===== src/rtl/fir4_rr_sched_if.sv =====
// Producer/consumer bundle for the shared 4-tap moving-sum scheduler.
interface fir4_rr_sched_if #(
    parameter int unsigned W  = 16,
    parameter int unsigned N  = 4,
    parameter int unsigned CW = $clog2(N)
);
    logic [N-1:0]   in_valid;
    logic [N*W-1:0] in_data;
    logic [N-1:0]   in_ready;
    logic           out_valid;
    logic [W+1:0]   out_data;
    logic [CW-1:0]  out_ch;
    logic           out_ready;
    logic           busy;

    // Producers and consumer drive samples and out_ready; the block answers.
    modport master (
        output in_valid, in_data, out_ready,
        input  in_ready, out_valid, out_data, out_ch, busy
    );

    modport slave (
        input  in_valid, in_data, out_ready,
        output in_ready, out_valid, out_data, out_ch, busy
    );
endinterface


===== src/rtl/fir4_rr_sched.sv =====
// Round-robin shared serial 4-tap moving-sum over N channel delay lines.
module fir4_rr_sched #(
    parameter int unsigned W  = 16,
    parameter int unsigned N  = 4,
    parameter int unsigned CW = $clog2(N)
) (
    input  logic               clk,
    input  logic               reset,
    fir4_rr_sched_if.slave     bus
);
    localparam int unsigned AW = W + 2;

    typedef enum logic [1:0] {S_IDLE, S_ACC, S_HOLD} state_t;

    state_t         r_state;
    state_t         w_next;
    logic [W-1:0]   r_dl [N][4];
    logic [AW-1:0]  r_acc;
    logic [AW-1:0]  r_out_data;
    logic [CW-1:0]  r_out_ch;
    logic [CW-1:0]  r_ch;
    logic [CW-1:0]  r_rr_ptr;
    logic [1:0]     r_k;
    logic [CW-1:0]  w_grant;
    logic           w_gnt_vld;
    logic [W-1:0]   w_gdata;
    logic [W-1:0]   w_tap;
    logic           w_accept;
    logic           w_acc_step;
    logic           w_out_hs;
    logic [N-1:0]   w_in_ready_c;

    // Priority scan from rr_ptr upward; later hits are overwritten by nearer ones.
    always_comb begin
        logic [CW-1:0] v_idx;
        w_grant   = '0;
        w_gnt_vld = 1'b0;
        w_gdata   = '0;
        v_idx     = '0;
        for (int unsigned i = 0; i < N; i++) begin
            v_idx = CW'((32'(r_rr_ptr) + (N - 1 - i)) % N);
            if (bus.in_valid[v_idx]) begin
                w_grant   = v_idx;
                w_gnt_vld = 1'b1;
            end
        end
        for (int unsigned c = 0; c < N; c++) begin
            if (CW'(c) == w_grant) begin
                w_gdata = bus.in_data[c*W +: W];
            end
        end
    end

    assign w_tap = r_dl[r_ch][r_k];

    // FSM state register.
    always_ff @(posedge clk or posedge reset) begin
        if (reset) begin
            r_state <= S_IDLE;
        end else begin
            r_state <= w_next;
        end
    end

    // Next state and datapath enables.
    always_comb begin
        w_next       = r_state;
        w_in_ready_c = '0;
        w_accept     = 1'b0;
        w_acc_step   = 1'b0;
        w_out_hs     = 1'b0;
        case (r_state)
            S_IDLE: begin
                if (w_gnt_vld) begin
                    w_in_ready_c[w_grant] = 1'b1;
                    w_accept              = 1'b1;
                    w_next                = S_ACC;
                end
            end
            S_ACC: begin
                w_acc_step = 1'b1;
                if (r_k == 2'd3) begin
                    w_next = S_HOLD;
                end
            end
            S_HOLD: begin
                if (bus.out_ready) begin
                    w_out_hs = 1'b1;
                    w_next   = S_IDLE;
                end
            end
            default: w_next = S_IDLE;
        endcase
    end

    // Delay lines, serial accumulator, result hold registers and rr pointer.
    always_ff @(posedge clk or posedge reset) begin
        if (reset) begin
            r_dl       <= '{default: '0};
            r_acc      <= '0;
            r_out_data <= '0;
            r_out_ch   <= '0;
            r_ch       <= '0;
            r_rr_ptr   <= '0;
            r_k        <= '0;
        end else begin
            if (w_accept) begin
                r_dl[w_grant][3] <= r_dl[w_grant][2];
                r_dl[w_grant][2] <= r_dl[w_grant][1];
                r_dl[w_grant][1] <= r_dl[w_grant][0];
                r_dl[w_grant][0] <= w_gdata;
                r_ch             <= w_grant;
                r_acc            <= '0;
                r_k              <= '0;
            end
            if (w_acc_step) begin
                r_acc <= r_acc + AW'(w_tap);
                r_k   <= r_k + 2'd1;
                if (r_k == 2'd3) begin
                    r_out_data <= r_acc + AW'(w_tap);
                    r_out_ch   <= r_ch;
                end
            end
            if (w_out_hs) begin
                r_rr_ptr <= (r_ch == CW'(N - 1)) ? '0 : r_ch + CW'(1);
            end
        end
    end

    // in_ready is held low while reset is asserted even if producers are valid.
    assign bus.in_ready  = reset ? '0 : w_in_ready_c;
    assign bus.out_valid = (r_state == S_HOLD);
    assign bus.out_data  = r_out_data;
    assign bus.out_ch    = r_out_ch;
    assign bus.busy      = (r_state != S_IDLE);

endmodule


===== src/flat_wrapper.sv =====
// flat-port wrapper written by rule: the top's interface ports become plain ports
module fir4_rr_sched_flat 
#(
    parameter int unsigned W  = 16,
    parameter int unsigned N  = 4,
    parameter int unsigned CW = $clog2(N)
)
  (clk, reset, bus_in_valid, bus_in_data, bus_out_ready, bus_in_ready, bus_out_valid, bus_out_data, bus_out_ch, bus_busy);
  fir4_rr_sched_if #(.W(W), .N(N), .CW(CW)) bus_i ();
  input  logic clk;
  input  logic reset;
  input wire logic [$bits(bus_i.in_valid)-1:0] bus_in_valid;
  input wire logic [$bits(bus_i.in_data)-1:0] bus_in_data;
  input wire logic [$bits(bus_i.out_ready)-1:0] bus_out_ready;
  output wire logic [$bits(bus_i.in_ready)-1:0] bus_in_ready;
  output wire logic [$bits(bus_i.out_valid)-1:0] bus_out_valid;
  output wire logic [$bits(bus_i.out_data)-1:0] bus_out_data;
  output wire logic [$bits(bus_i.out_ch)-1:0] bus_out_ch;
  output wire logic [$bits(bus_i.busy)-1:0] bus_busy;
  assign bus_i.in_valid = bus_in_valid;
  assign bus_i.in_data = bus_in_data;
  assign bus_i.out_ready = bus_out_ready;
  assign bus_in_ready = bus_i.in_ready;
  assign bus_out_valid = bus_i.out_valid;
  assign bus_out_data = bus_i.out_data;
  assign bus_out_ch = bus_i.out_ch;
  assign bus_busy = bus_i.busy;
  fir4_rr_sched #(.W(W), .N(N), .CW(CW)) u_core (.clk(clk), .reset(reset), .bus(bus_i));
endmodule

===== config.mk =====
export PLATFORM = sky130hd
export DESIGN_NAME = fir4_rr_sched_flat
export DESIGN_NICKNAME = d
export VERILOG_FILES = /design/src/rtl/fir4_rr_sched_if.sv /design/src/rtl/fir4_rr_sched.sv /design/src/flat_wrapper.sv
export SDC_FILE = /design/constraint.sdc
export NUM_CORES = 1
export LEC_CHECK = 0
export CAP_MARGIN = 20
export CORE_ASPECT_RATIO = 1.2
export CORE_MARGIN = 1.5
export CORE_UTILIZATION = 45
export CTS_CLUSTER_DIAMETER = 50
export CTS_CLUSTER_SIZE = 28
export DETAILED_ROUTE_END_ITERATION = 10
export DONT_BUFFER_PORTS = 1
export PLACE_DENSITY_LB_ADDON = 0.3
export SYNTH_ARGS = -nofsm -noshare
export SYNTH_HDL_FRONTEND = slang
export SYNTH_SLANG_ARGS = --single-unit

===== constraint.sdc =====
create_clock -name clk -period 11.9 [get_ports clk]
set_clock_uncertainty 0.1 [all_clocks]
set_input_delay 1.19 -clock clk [delete_from_list [all_inputs] [get_ports clk]]
set_output_delay 1.19 -clock clk [all_outputs]
set_load 0.005 [all_outputs]

**Yosys cells after proc, flatten, opt, wreduce, memory -nomap -nowiden**

Cells that the tools add are included.
W data, S select, Z words.

- Bits in registers: 302
- Input port bits: 71
- Word-level logic and storage cells: 120

- $add $sub $neg: 6
- Magnitude comparators: 10
- Eq/ne operators: 10
- Multiplexer cells: 60
- Bitwise operators: 3
- Reduce and logical (&&, ||, !) cells: 8

Operators by type and width:

| kind | count |
|---|---|
| $bwmux W256 | 4 |
| $demux W64 S2 | 4 |
| $mux W64 | 5 |
| $bmux W64 S2 | 2 |
| $mux W16 | 7 |
| $mux W48 | 1 |
| $mux W18 | 2 |
| $bmux W16 S2 | 1 |
| $mux W32 | 1 |
| $mux W2 | 10 |
| $add A18 B16 Y18 | 1 |
| $lt A2 B3 Y1 const B | 5 |
| $mux W1 | 14 |
| $mux W4 | 3 |
| $ge A3 B3 Y1 const B | 3 |
| $not A2 Y3 | 3 |
| $bmux W1 S2 | 4 |
| $add A2 B1 Y2 const B | 3 |
| $eq A2 B2 Y1 const B | 3 |
| $pmux W2 S3 | 1 |
| $add A2 B2 Y2 const B | 2 |
| $eq A2 B2 Y1 const A | 2 |
| $logic_not A2 Y1 | 2 |
| $ne A2 B1 Y1 const B | 2 |
| other kinds (10) | 12 |

**Logic depth before layout (Yosys ltp)**

Gate-level depths: netlist of the first run.

- Depth after elaboration: 16
- Gate-level depth with buffers: 13
- Mapped depth without buffers: 10

**Worst setup path before layout of the first run**

No wires, ideal clock.

- Path kind: input to output
- From: input reset
- To: output bus_in_ready[0]
- Arrival: 8222 ps
- Data required time: 10610 ps
- Setup slack: 2388 ps
- Cell stages on the path: 2
- Path buffers: 0
- Cells stage by stage: inv_1 and3_1

- Longest elaborated chain between the ends: 1

Ends and longest elaborated chain:

| element | RTL line | text |
|---|---|---|
| start: declaration | flat_wrapper.sv:11 | `input logic reset;` |
| $mux W4 | fir4_rr_sched.sv:131 | `assign bus.in_ready = reset ? '0 : w_in_ready_c;` |
| end: declaration | flat_wrapper.sv:15 | `output wire logic [$bits(bus_i.in_ready)-1:0] bus_in_ready;` |

Every way passes these cells.

**Worst setup path after layout of the first run**

- From: register u_core.r_ch[0]
- To: register u_core.r_acc[14]

- Longest elaborated chain between the ends: 9

Ends and longest elaborated chain:

| element | RTL line | text |
|---|---|---|
| start: declaration | fir4_rr_sched.sv:21 | `logic [CW-1:0] r_ch;` |
| start signal: assignment | fir4_rr_sched.sv:112 | `r_ch <= w_grant;` |
| $not A2 Y3 (not written as such) | fir4_rr_sched.sv:54 | `assign w_tap = r_dl[r_ch][r_k];` |
| $bmux W64 S2 | fir4_rr_sched.sv:54 |  |
| $mux W64 (not written as such) (2 in series) | fir4_rr_sched.sv:54 |  |
| $bmux W16 S2 | fir4_rr_sched.sv:54 |  |
| $mux W16 (not written as such) (2 in series) | fir4_rr_sched.sv:54 |  |
| $add A18 B16 Y18 | fir4_rr_sched.sv:117 | `r_acc <= r_acc + AW'(w_tap);` |
| $mux W18 | fir4_rr_sched.sv:116 | `if (w_acc_step) begin` |
| end signal: assignment | fir4_rr_sched.sv:117 |  |
| end: declaration | fir4_rr_sched.sv:18 | `logic [AW-1:0] r_acc;` |

Every way passes these cells. The select of a mux whose other input is x is not followed.
A chain may end at the register's enable or synchronous reset.

==> results of run 1 <==
## critical path, delay by kind of cell, from the launching register on
kind	cells	cell delay, ps
compound gates	5	1490
fa+ha+maj	2	670
mux	2	1050
flops	1	730
xor+xnor	1	190
buf+inv	1	720
## layout make-up
class | instances | area share (%)
inverter | 12 | 0.3320
timing repair buffer | 13 | 0.6956
clock buffer | 33 | 4.743
multi-input combinational | 572 | 41.61
sequential | 302 | 47.79
clock inverter | 19 | 1.613
tap | 407 | 3.217
## path summary, 6_finish.rpt
| kind | start | to | slack, ps | cells after the start |
|---|---|---|---|---|
| max in group asynchronous | reset | u_core.r_dl[190]$_DFFE_PP0P_ | 9770 | 2 |
| worst max-delay path | u_core.r_ch[0]$_DFFE_PP0P_ | u_core.r_acc[14]$_DFFE_PP0P_ | 6750 | 11 |
| worst min register to register | u_core.r_acc[9]$_DFFE_PP0P_ | u_core.r_acc[9]$_DFFE_PP0P_ | 400 | 2 |
| min in group asynchronous | reset | u_core.r_dl[240]$_DFFE_PP0P_ | 520 | 1 |
| worst min-delay path | u_core.r_acc[9]$_DFFE_PP0P_ | u_core.r_acc[9]$_DFFE_PP0P_ | 400 | 2 |
| worst max register to register | u_core.r_ch[0]$_DFFE_PP0P_ | u_core.r_acc[14]$_DFFE_PP0P_ | 6750 | 11 |
## state kept, by name, summed over array words and instances (netlist names)
register and cells:
u_core.r_dl 256, u_core.bus.out_data 18, u_core.r_acc 18, u_core.bus.out_ch 2, u_core.r_ch 2, u_core.r_k 2, u_core.r_rr_ptr 2, u_core.r_state 2
## where the power goes
part / internal [mW] / switching, mW
Sequential: 1.52 / 0.414
Combinational: 1.25 / 0.996
Clock: 0.536 / 0.425
Total: 3.31 / 1.83
## per-stage QoR
stage	hold slack [ps]	total power, mW	std cells	setup WS [ps]
floorplan	353.3	3.681	942	2252
global placement	372.8	4.150	1305	6772
detailed placement	383.6	4.215	1305	6728
CTS	401.7	5.192	1357	6712
global route	411.0	5.491	1358	6360
finish	396.4	5.142	1358	6755
## cell usage after synthesis, drive strengths merged (5+ instances only)
cell type	n	area [um2]
a21o	6	45.04
a21oi	17	85.08
buf	43	370.4
clkbuf	13	48.80
dfrtp	302	7557
ha	18	225.2
inv	12	45.04
mux2	257	3299
mux4	80	1802
nand2	56	210.2
nand2b	7	51.30
nand3	10	50.05
nor2	17	73.82
o21ai	40	200.2
xnor2	8	70.07
xor2	5	43.79
## logic make-up (layout without fill, tap and decap cells)
logic type	after synthesis	in the layout	share of synthesized area, %
XOR/XNOR	13	13	0.7804
AO/OA/AOI/OAI	90	90	3.790
adder cells (fa/ha/maj)	19	19	1.681
flip-flops	302	302	51.80
AND/OR/NAND/NOR	110	110	3.602
multiplexers	340	340	35.17
buffers and inverters	68	77	3.182
## layer usage
| layer | share of wire [%] | up-vias | GRT usage [%] |
|---|---|---|---|
| li1 | - | 3478 | - |
| met1 | 46 | 4130 | 25.84 |
| met2 | 48 | 126 | 29.54 |
| met3 | 3.6 | 40 | 2.826 |
| met4 | 2.0 | 0 | 5.212 |
| met5 | 0 | - | 0 |
==> impl_metrics.env, run 1 <==
export IMPL_status="completed"
export IMPL_hold_class="reg2reg"
export IMPL_drt_iter0_markers=390
export IMPL_fin_area_mm2=0.01583
export IMPL_rsz0062_at_grt="false"
export IMPL_start_util_pct=45.49
export IMPL_core_area_mm2=0.03207
export IMPL_area_growth_pct=8.490
export IMPL_yosys_register_bits=302
export IMPL_synth_warnings=0
export IMPL_vias_per_cell=5.725
export IMPL_path_cells="buf_4, mux4_2, mux4_2, ha_1, fa_1, a21o_1, a221oi_1, o2111ai_1, a31oi_1, xor2_1, o21ai_0"
export IMPL_ioPinCount=97
export IMPL_cp_arrival_ps=5440
export IMPL_gp_congestion=0.7764
export IMPL_regArea_mm2=0.007565
export IMPL_wl_per_cell_um=21.75
export IMPL_clock_fmax_mhz=194.4
export IMPL_ant_nets=0
export IMPL_synth_area_per_cell_um2=15.49
export IMPL_timing_final_crit_share_pct=43.24
export IMPL_fin_crit_ps=5145
export IMPL_vdd_drop_max_mv=0.1348
export IMPL_track_usage_pct=18.31
export IMPL_diodes=0
export IMPL_cp_max_fo=44
export IMPL_grt_max_degree=115
export IMPL_vias=7774
export IMPL_synth_area_mm2=0.01459
export IMPL_slowest_delay_ps=730
export IMPL_worst_setup_path_start_kind="flip-flop"
export IMPL_grt_antenna_before_repair=0
export IMPL_async_flop_share_pct=100.0
export IMPL_grt_pass1_vias=8262
export IMPL_cts_root_buf="clkbuf_16"
export IMPL_max_slew_margin_pct=32.79
export IMPL_ys_seq_area_share_pct=51.80
export IMPL_dieArea_mm2=0.03352
export IMPL_placed_cell_area_mm2=0.01480
export IMPL_clk_pin_slew_ps=70
export IMPL_post_cts_buffers=0
export IMPL_cp_end_kind="flip-flop"
export IMPL_worst_slew_pin_slew_ps=1008
export IMPL_yosysUniqueCellTypes=50
export IMPL_multi_input_area_mm2=0.006586
export IMPL_dp_hpwl_um=19070
export IMPL_clk_latency_ps=560
export IMPL_slew_violations=0
export IMPL_cts_buffers=28
export IMPL_port_buffers=0
export IMPL_cap_violations=0
export IMPL_crit_type="reg2reg"
export IMPL_tritoncts="built"
export IMPL_num_rows=72
export IMPL_fin_setup_tns_ps=0
export IMPL_grt_pass1_wl_um=48440
export IMPL_n_fill_cell=2739
export IMPL_crit_slowest_cell="dfrtp_4"
export IMPL_final_common_cell="dfrtp_1"
export IMPL_grt_ovfl_total=0
export IMPL_finalWirelength_um=29540
export IMPL_ctsHoldBuffers=0
export IMPL_ys_flop_type="dfrtp_1"
export IMPL_finalHoldViolCount=0
export IMPL_drc=0
export IMPL_layout_drive_gt1_share_pct=42.27
export IMPL_htreeDepth=1
export IMPL_fin_util_pct=49.36
export IMPL_cp_data_required_time_ps=12190
export IMPL_p_leak_nw=7.157
export IMPL_clock_sinks=302
export IMPL_clk_path_buf_depth=3
export IMPL_firstDrtPassIters=4
export IMPL_p_per_area_mw_per_mm2=324.8
export IMPL_nets=1019
export IMPL_netlist_instances=942
export IMPL_die_x_um=167.4
export IMPL_syn_num_nets=1032
export IMPL_final_cell_mix="300 x dfrtp_1, 139 x mux2_2, 108 x mux2_4"
export IMPL_cpMostUsedCell="mux4_2"
export IMPL_chipHeight_um=200.3
export IMPL_cts_resized=0
export IMPL_setup_viol=0
export IMPL_synth_edf_count=0
Note: power is estimated with default switching activity, not from simulation.
==> inputs of run 2 (changes only) <==
Clock period 11.9 ns to 4.7 ns, I/O delays scaled along.
==> impl_metrics.env, run 2 (synthesized netlist as in run 1, its figures left out) <==
export IMPL_final_common_cell="dfrtp_1"
export IMPL_tritoncts="built"
export IMPL_cts_root_buf="clkbuf_16"
export IMPL_clock_sinks=302
export IMPL_holdWs_ps=123.7
export IMPL_rsz0062_at_grt="false"
export IMPL_crit_type="reg2reg"
export IMPL_fin_area_mm2=0.01659
export IMPL_chipHeight_um=200.3
export IMPL_ioPinCount=97
export IMPL_cp_depth=11
export IMPL_crit_path_end="u_core.r_acc[14]$_DFFE_PP0P_"
export IMPL_post_cts_buffers=0
export IMPL_grt_ovfl_total=0
export IMPL_pwr_share_comb_pct=44.7
export IMPL_dieArea_mm2=0.03352
export IMPL_vdd_drop_max_mv=0.4819
export IMPL_die_x_um=167.4
export IMPL_swShare_pct=35.81
export IMPL_p_per_area_mw_per_mm2=793.9
export IMPL_htreeDepth=1
export IMPL_worstHoldPathCells=2
export IMPL_largest_reg_flops=256
export IMPL_path_cells="buf_4, mux4_2, mux4_2, ha_1, a21o_1, a221oi_1, buf_4, o2111ai_1, a31oi_1, xor2_1, o21ai_0"
export IMPL_clk_path_buf_depth=3
export IMPL_cp_data_required_time_ps=5000
export IMPL_clkPwrFrac_pct=18.5
export IMPL_n_fill_cell=2660
export IMPL_cp_arrival_ps=4390
export IMPL_reg2reg_from="u_core.r_ch[0]$_DFFE_PP0P_"
export IMPL_finalHoldViolCount=0
export IMPL_grt_antenna_before_repair=0
export IMPL_seqPwrFrac_pct=36.8
export IMPL_largest_register="u_core.r_dl"
export IMPL_grt_max_degree=182
export IMPL_p_int_mw=8.454
export IMPL_gp_congestion=0.8352
export IMPL_r2r_cells=11
export IMPL_diodes=0
export IMPL_slew_violations=0
export IMPL_path_buf_inv=2
export IMPL_grt_pass1_vias=8647
export IMPL_drc=0
export IMPL_worst_slew_pin_slew_ps=1135
export IMPL_num_rows=72
export IMPL_hp_start="bus_in_valid[3]"
export IMPL_slowest_delay_ps=720
export IMPL_clk_latency_ps=570
export IMPL_status="completed"
export IMPL_finalWirelength_um=29420
export IMPL_layout_drive_gt1_share_pct=40.04
export IMPL_hold_class="in2reg"
export IMPL_clock_fmax_mhz=244.6
export IMPL_placed_cell_area_mm2=0.01489
export IMPL_p_switching_mw=4.717
export IMPL_final_cell_mix="300 x dfrtp_1, 139 x mux2_2, 108 x mux2_4"
export IMPL_port_buffers=0
export IMPL_clk_pin_slew_ps=70
export IMPL_crit_slowest_cell="dfrtp_4"
export IMPL_setup_viol=0
export IMPL_p_leak_nw=7.478
export IMPL_r2r_setup_slack_ps=610
export IMPL_vias=8046
export IMPL_max_slew_margin_pct=24.34
export IMPL_cp_end_kind="flip-flop"
export IMPL_fin_util_pct=51.73
export IMPL_timing_final_crit_share_pct=86.98
export IMPL_cp_top_family="multiplexers"
export IMPL_grt_pass1_wl_um=49320
export IMPL_fin_setup_tns_ps=0
export IMPL_cp_max_fo=25
export IMPL_firstDrtPassIters=4
export IMPL_cts_buffers=30
export IMPL_core_area_mm2=0.03207
export IMPL_dp_hpwl_um=18790
export IMPL_cap_violations=0
export IMPL_start_util_pct=45.49
export IMPL_wl_per_cell_um=20.56
export IMPL_track_usage_pct=18.54
export IMPL_r2r_end="u_core.r_acc[14]$_DFFE_PP0P_"
export IMPL_drt_iter0_markers=426
export IMPL_vias_per_cell=5.623
export IMPL_crit_start="u_core.r_ch[0]$_DFFE_PP0P_"
export IMPL_area_growth_pct=13.70
export IMPL_nets=1091
export IMPL_worst_setup_path_start_kind="flip-flop"
export IMPL_fin_crit_ps=4088
export IMPL_ant_nets=0
[run 2: cell count changes in the layout (fill, tap and decap cells not counted), moves of 2 or more]
cell	delta
clkinv_8	-2
clkinv_4	+3
inv_6	+4
buf_12	+4
clkbuf_16	+2
dlygate4sd3_1	+66
bufinv_16	-2
inv_8	-3
[run 2: layer usage]
layer	up-vias	GRT usage [%]	part of all wire, %	routed length [um]
li1	3628	-	-	-
met1	4246	26.27	46	13520
met2	133	30.18	49	14340
met3	39	2.608	3.6	1067
met4	0	4.762	1.7	493
met5	-	0	0	0
[run 2: what timing repair did]
action	in CTS	in global routing
setup endpoints to repair	0	0
gates resized for setup	0	0
hold buffers	66	0
endpoints found under the hold margin	83	0
[run 2: power groups by stage]
| stage | logic (mW) | registers, mW | clock network (mW) |
|---|---|---|---|
| after global placement | 5.72 | 4.89 | 0 |
| after CTS | 5.91 | 4.87 | 2.50 |
| after floorplan | 4.89 | 4.43 | 0 |
| after global routing | 6.45 | 5.04 | 2.61 |
| final | 5.89 | 4.85 | 2.43 |
| after detailed placement | 5.85 | 4.91 | 0 |
[run 2: per-stage QoR]
stage	setup WS (ps)	instances	total power, mW
floorplan	-1329	942	9.320
global placement	669.5	1309	10.61
detailed placement	615.8	1309	10.76
CTS	611.9	1430	13.28
global route	301.7	1431	14.10
finish	612.1	1431	13.17
[run 2: cell type report]
type	count	area, um2	area share (%)
inverters	12	48.80	0.2941
repair buffers	83	870.8	5.249
well taps	407	509.2	3.070
clock buffers	35	810.8	4.887
multi-input cells	572	6586	39.70
flip-flops and latches	302	7562	45.58
clock inverters	20	201.4	1.214
[run 2: worst min path at each step]
| stage | slack (ps) | to |
|---|---|---|
| after CTS | 100 | u_core.r_ch[1]$_DFFE_PP0P_ |
| final | 120 | u_core.r_ch[1]$_DFFE_PP0P_ |
| after global placement | 300 | u_core.r_dl[224]$_DFFE_PP0P_ |
| after floorplan | 350 | u_core.r_dl[195]$_DFFE_PP0P_ |
| after detailed placement | 290 | u_core.r_dl[240]$_DFFE_PP0P_ |
| after global routing | 160 | u_core.r_ch[1]$_DFFE_PP0P_ |
[run 2: worst reg2reg max path, cell delays in order, from the launching register on]
cell	delay [ps]
dfrtp_4	720
buf_4	300
mux4_2	520
mux4_2	540
ha_1	370
a21o_1	220
a221oi_1	260
buf_4	190
o2111ai_1	180
a31oi_1	260
xor2_1	190
o21ai_0	100
==> inputs of run 3 (changes only) <==
Settings changed: CORE_MARGIN 1.5 to 2, GPL_TIMING_DRIVEN from default to 0.
==> impl_metrics.env, run 3 (synthesized netlist as in run 1, its figures left out) <==
export IMPL_dieArea_mm2=0.03389
export IMPL_cp_end_kind="flip-flop"
export IMPL_vias=8325
export IMPL_drc=0
export IMPL_crit_type="reg2reg"
export IMPL_regArea_mm2=0.007557
export IMPL_ioPinCount=97
export IMPL_ant_nets=0
export IMPL_port_buffers=0
export IMPL_p_leak_nw=7.635
export IMPL_diodes=0
export IMPL_area_growth_pct=15.82
export IMPL_final_cell_mix="302 x dfrtp_1, 139 x mux2_2, 108 x mux2_4"
export IMPL_nets=1135
export IMPL_clk_pin_slew_ps=80
export IMPL_status="completed"
export IMPL_grt_max_degree=43
export IMPL_wl_per_cell_um=24.00
export IMPL_clk_path_buf_depth=3
export IMPL_cp_data_required_time_ps=5020
export IMPL_track_usage_pct=21.56
export IMPL_largest_reg_flops=256
export IMPL_cts_buffers=27
export IMPL_n_fill_cell=2645
export IMPL_worst_setup_path_start_kind="flip-flop"
export IMPL_firstDrtPassIters=4
export IMPL_largest_register="u_core.r_dl"
export IMPL_gp_congestion=0.8530
export IMPL_core_area_mm2=0.03207
export IMPL_timing_final_crit_share_pct=93.46
export IMPL_vias_per_cell=5.656
export IMPL_setup_viol=0
export IMPL_slew_violations=0
export IMPL_crit_slowest_cell="mux4_2"
export IMPL_placed_cells=1357
export IMPL_slowest_delay_ps=500
export IMPL_path_buf_inv=2
export IMPL_fin_setup_tns_ps=0
export IMPL_clock_sinks=302
export IMPL_cap_violations=0
export IMPL_holdWs_ps=127.6
export IMPL_finalHoldViolCount=0
export IMPL_p_per_area_mw_per_mm2=792.6
export IMPL_clk_latency_ps=560
export IMPL_cts_root_buf="clkbuf_16"
export IMPL_dp_hpwl_um=24670
export IMPL_finalWirelength_um=35320
export IMPL_tritoncts="built"
export IMPL_final_common_cell="dfrtp_1"
export IMPL_hold_class="in2reg"
export IMPL_num_rows=72
export IMPL_post_cts_buffers=0
export IMPL_multi_input_area_mm2=0.006586
export IMPL_layout_drive_gt1_share_pct=40.75
export IMPL_start_util_pct=45.49
export IMPL_grt_antenna_before_repair=0
export IMPL_stdcell_count=1472
export IMPL_fin_crit_ps=4393
export IMPL_htreeDepth=1
export IMPL_rsz0062_at_grt="false"
export IMPL_drt_iter0_markers=478
export IMPL_grt_pass1_wl_um=55300
export IMPL_cp_top_family="compound AO/OA/AOI/OAI gates"
export IMPL_cp_max_fo=10
export IMPL_max_slew_margin_pct=37.92
export IMPL_die_x_um=168.4
export IMPL_clock_fmax_mhz=227.7
export IMPL_grt_ovfl_total=0
export IMPL_worst_slew_pin_slew_ps=931.2
export IMPL_grt_pass1_vias=9028
export IMPL_vdd_drop_max_mv=0.4042
export IMPL_path_cells="buf_2, buf_2, mux4_2, mux4_2, ha_1, fa_1, a21o_1, a221oi_4, o2111ai_1, a31oi_1, xor2_1, o21ai_0"
export IMPL_chipHeight_um=201.3
export IMPL_cp_arrival_ps=4710
## run 3: worst paths after layout
| path | start | to | slack [ps] | cells past startpoint |
|---|---|---|---|---|
| max in group asynchronous | reset | u_core.r_dl[73]$_DFFE_PP0P_ | 3180 | 5 |
| min in group asynchronous | reset | u_core.r_dl[96]$_DFFE_PP0P_ | 280 | 2 |
| min | bus_in_valid[3] | u_core.r_ch[1]$_DFFE_PP0P_ | 130 | 2 |
| max | u_core.r_ch[1]$_DFFE_PP0P_ | u_core.r_acc[14]$_DFFE_PP0P_ | 310 | 12 |
| min reg2reg | u_core.r_acc[13]$_DFFE_PP0P_ | u_core.r_acc[13]$_DFFE_PP0P_ | 400 | 2 |
| max reg2reg | u_core.r_ch[1]$_DFFE_PP0P_ | u_core.r_acc[14]$_DFFE_PP0P_ | 310 | 12 |
## run 3: routing by layer
metal,track usage [%],vias up,wire (um)
li1,-,3707,-
met1,28.79,4406,15170
met2,37.40,160,17990
met3,2.518,52,1251
met4,5.942,0,912
met5,0,-,0
## run 3: through the flow
step,power [mW],area (um2),setup slack (ps),util (%)
floorplan,9.320,14590,-1329,-
global placement,10.84,15100,-3280,47.09
detailed placement,11.03,15260,-406.2,47.59
CTS,13.44,16880,58.23,52.62
global route,14.24,16900,34.01,52.69
finish,13.39,16900,307.4,52.69
## run 3: repair_timing
action,in CTS,in global routing
gates resized for setup,6,6
hold endpoints to repair,135,0
hold buffers,66,0
pin swaps,0,0
setup endpoints to repair,10,11
## run 3: where the power goes
part | switching, mW | internal (mW)
sequential | 0.929 | 3.84
clock | 1.15 | 1.19
combinational | 2.92 | 3.36
total | 5.00 | 8.39
## run 3: final cells by class
cell class              instances  area share [%]
flip-flops and latches        302           44.72
plain buffers                  56           2.614
repair buffers                 74           4.857
clock inverters                22           1.533
clock buffers                  27           3.998
well taps                     407           3.013
multi-input cells             572           38.98
inverters                      12          0.2888
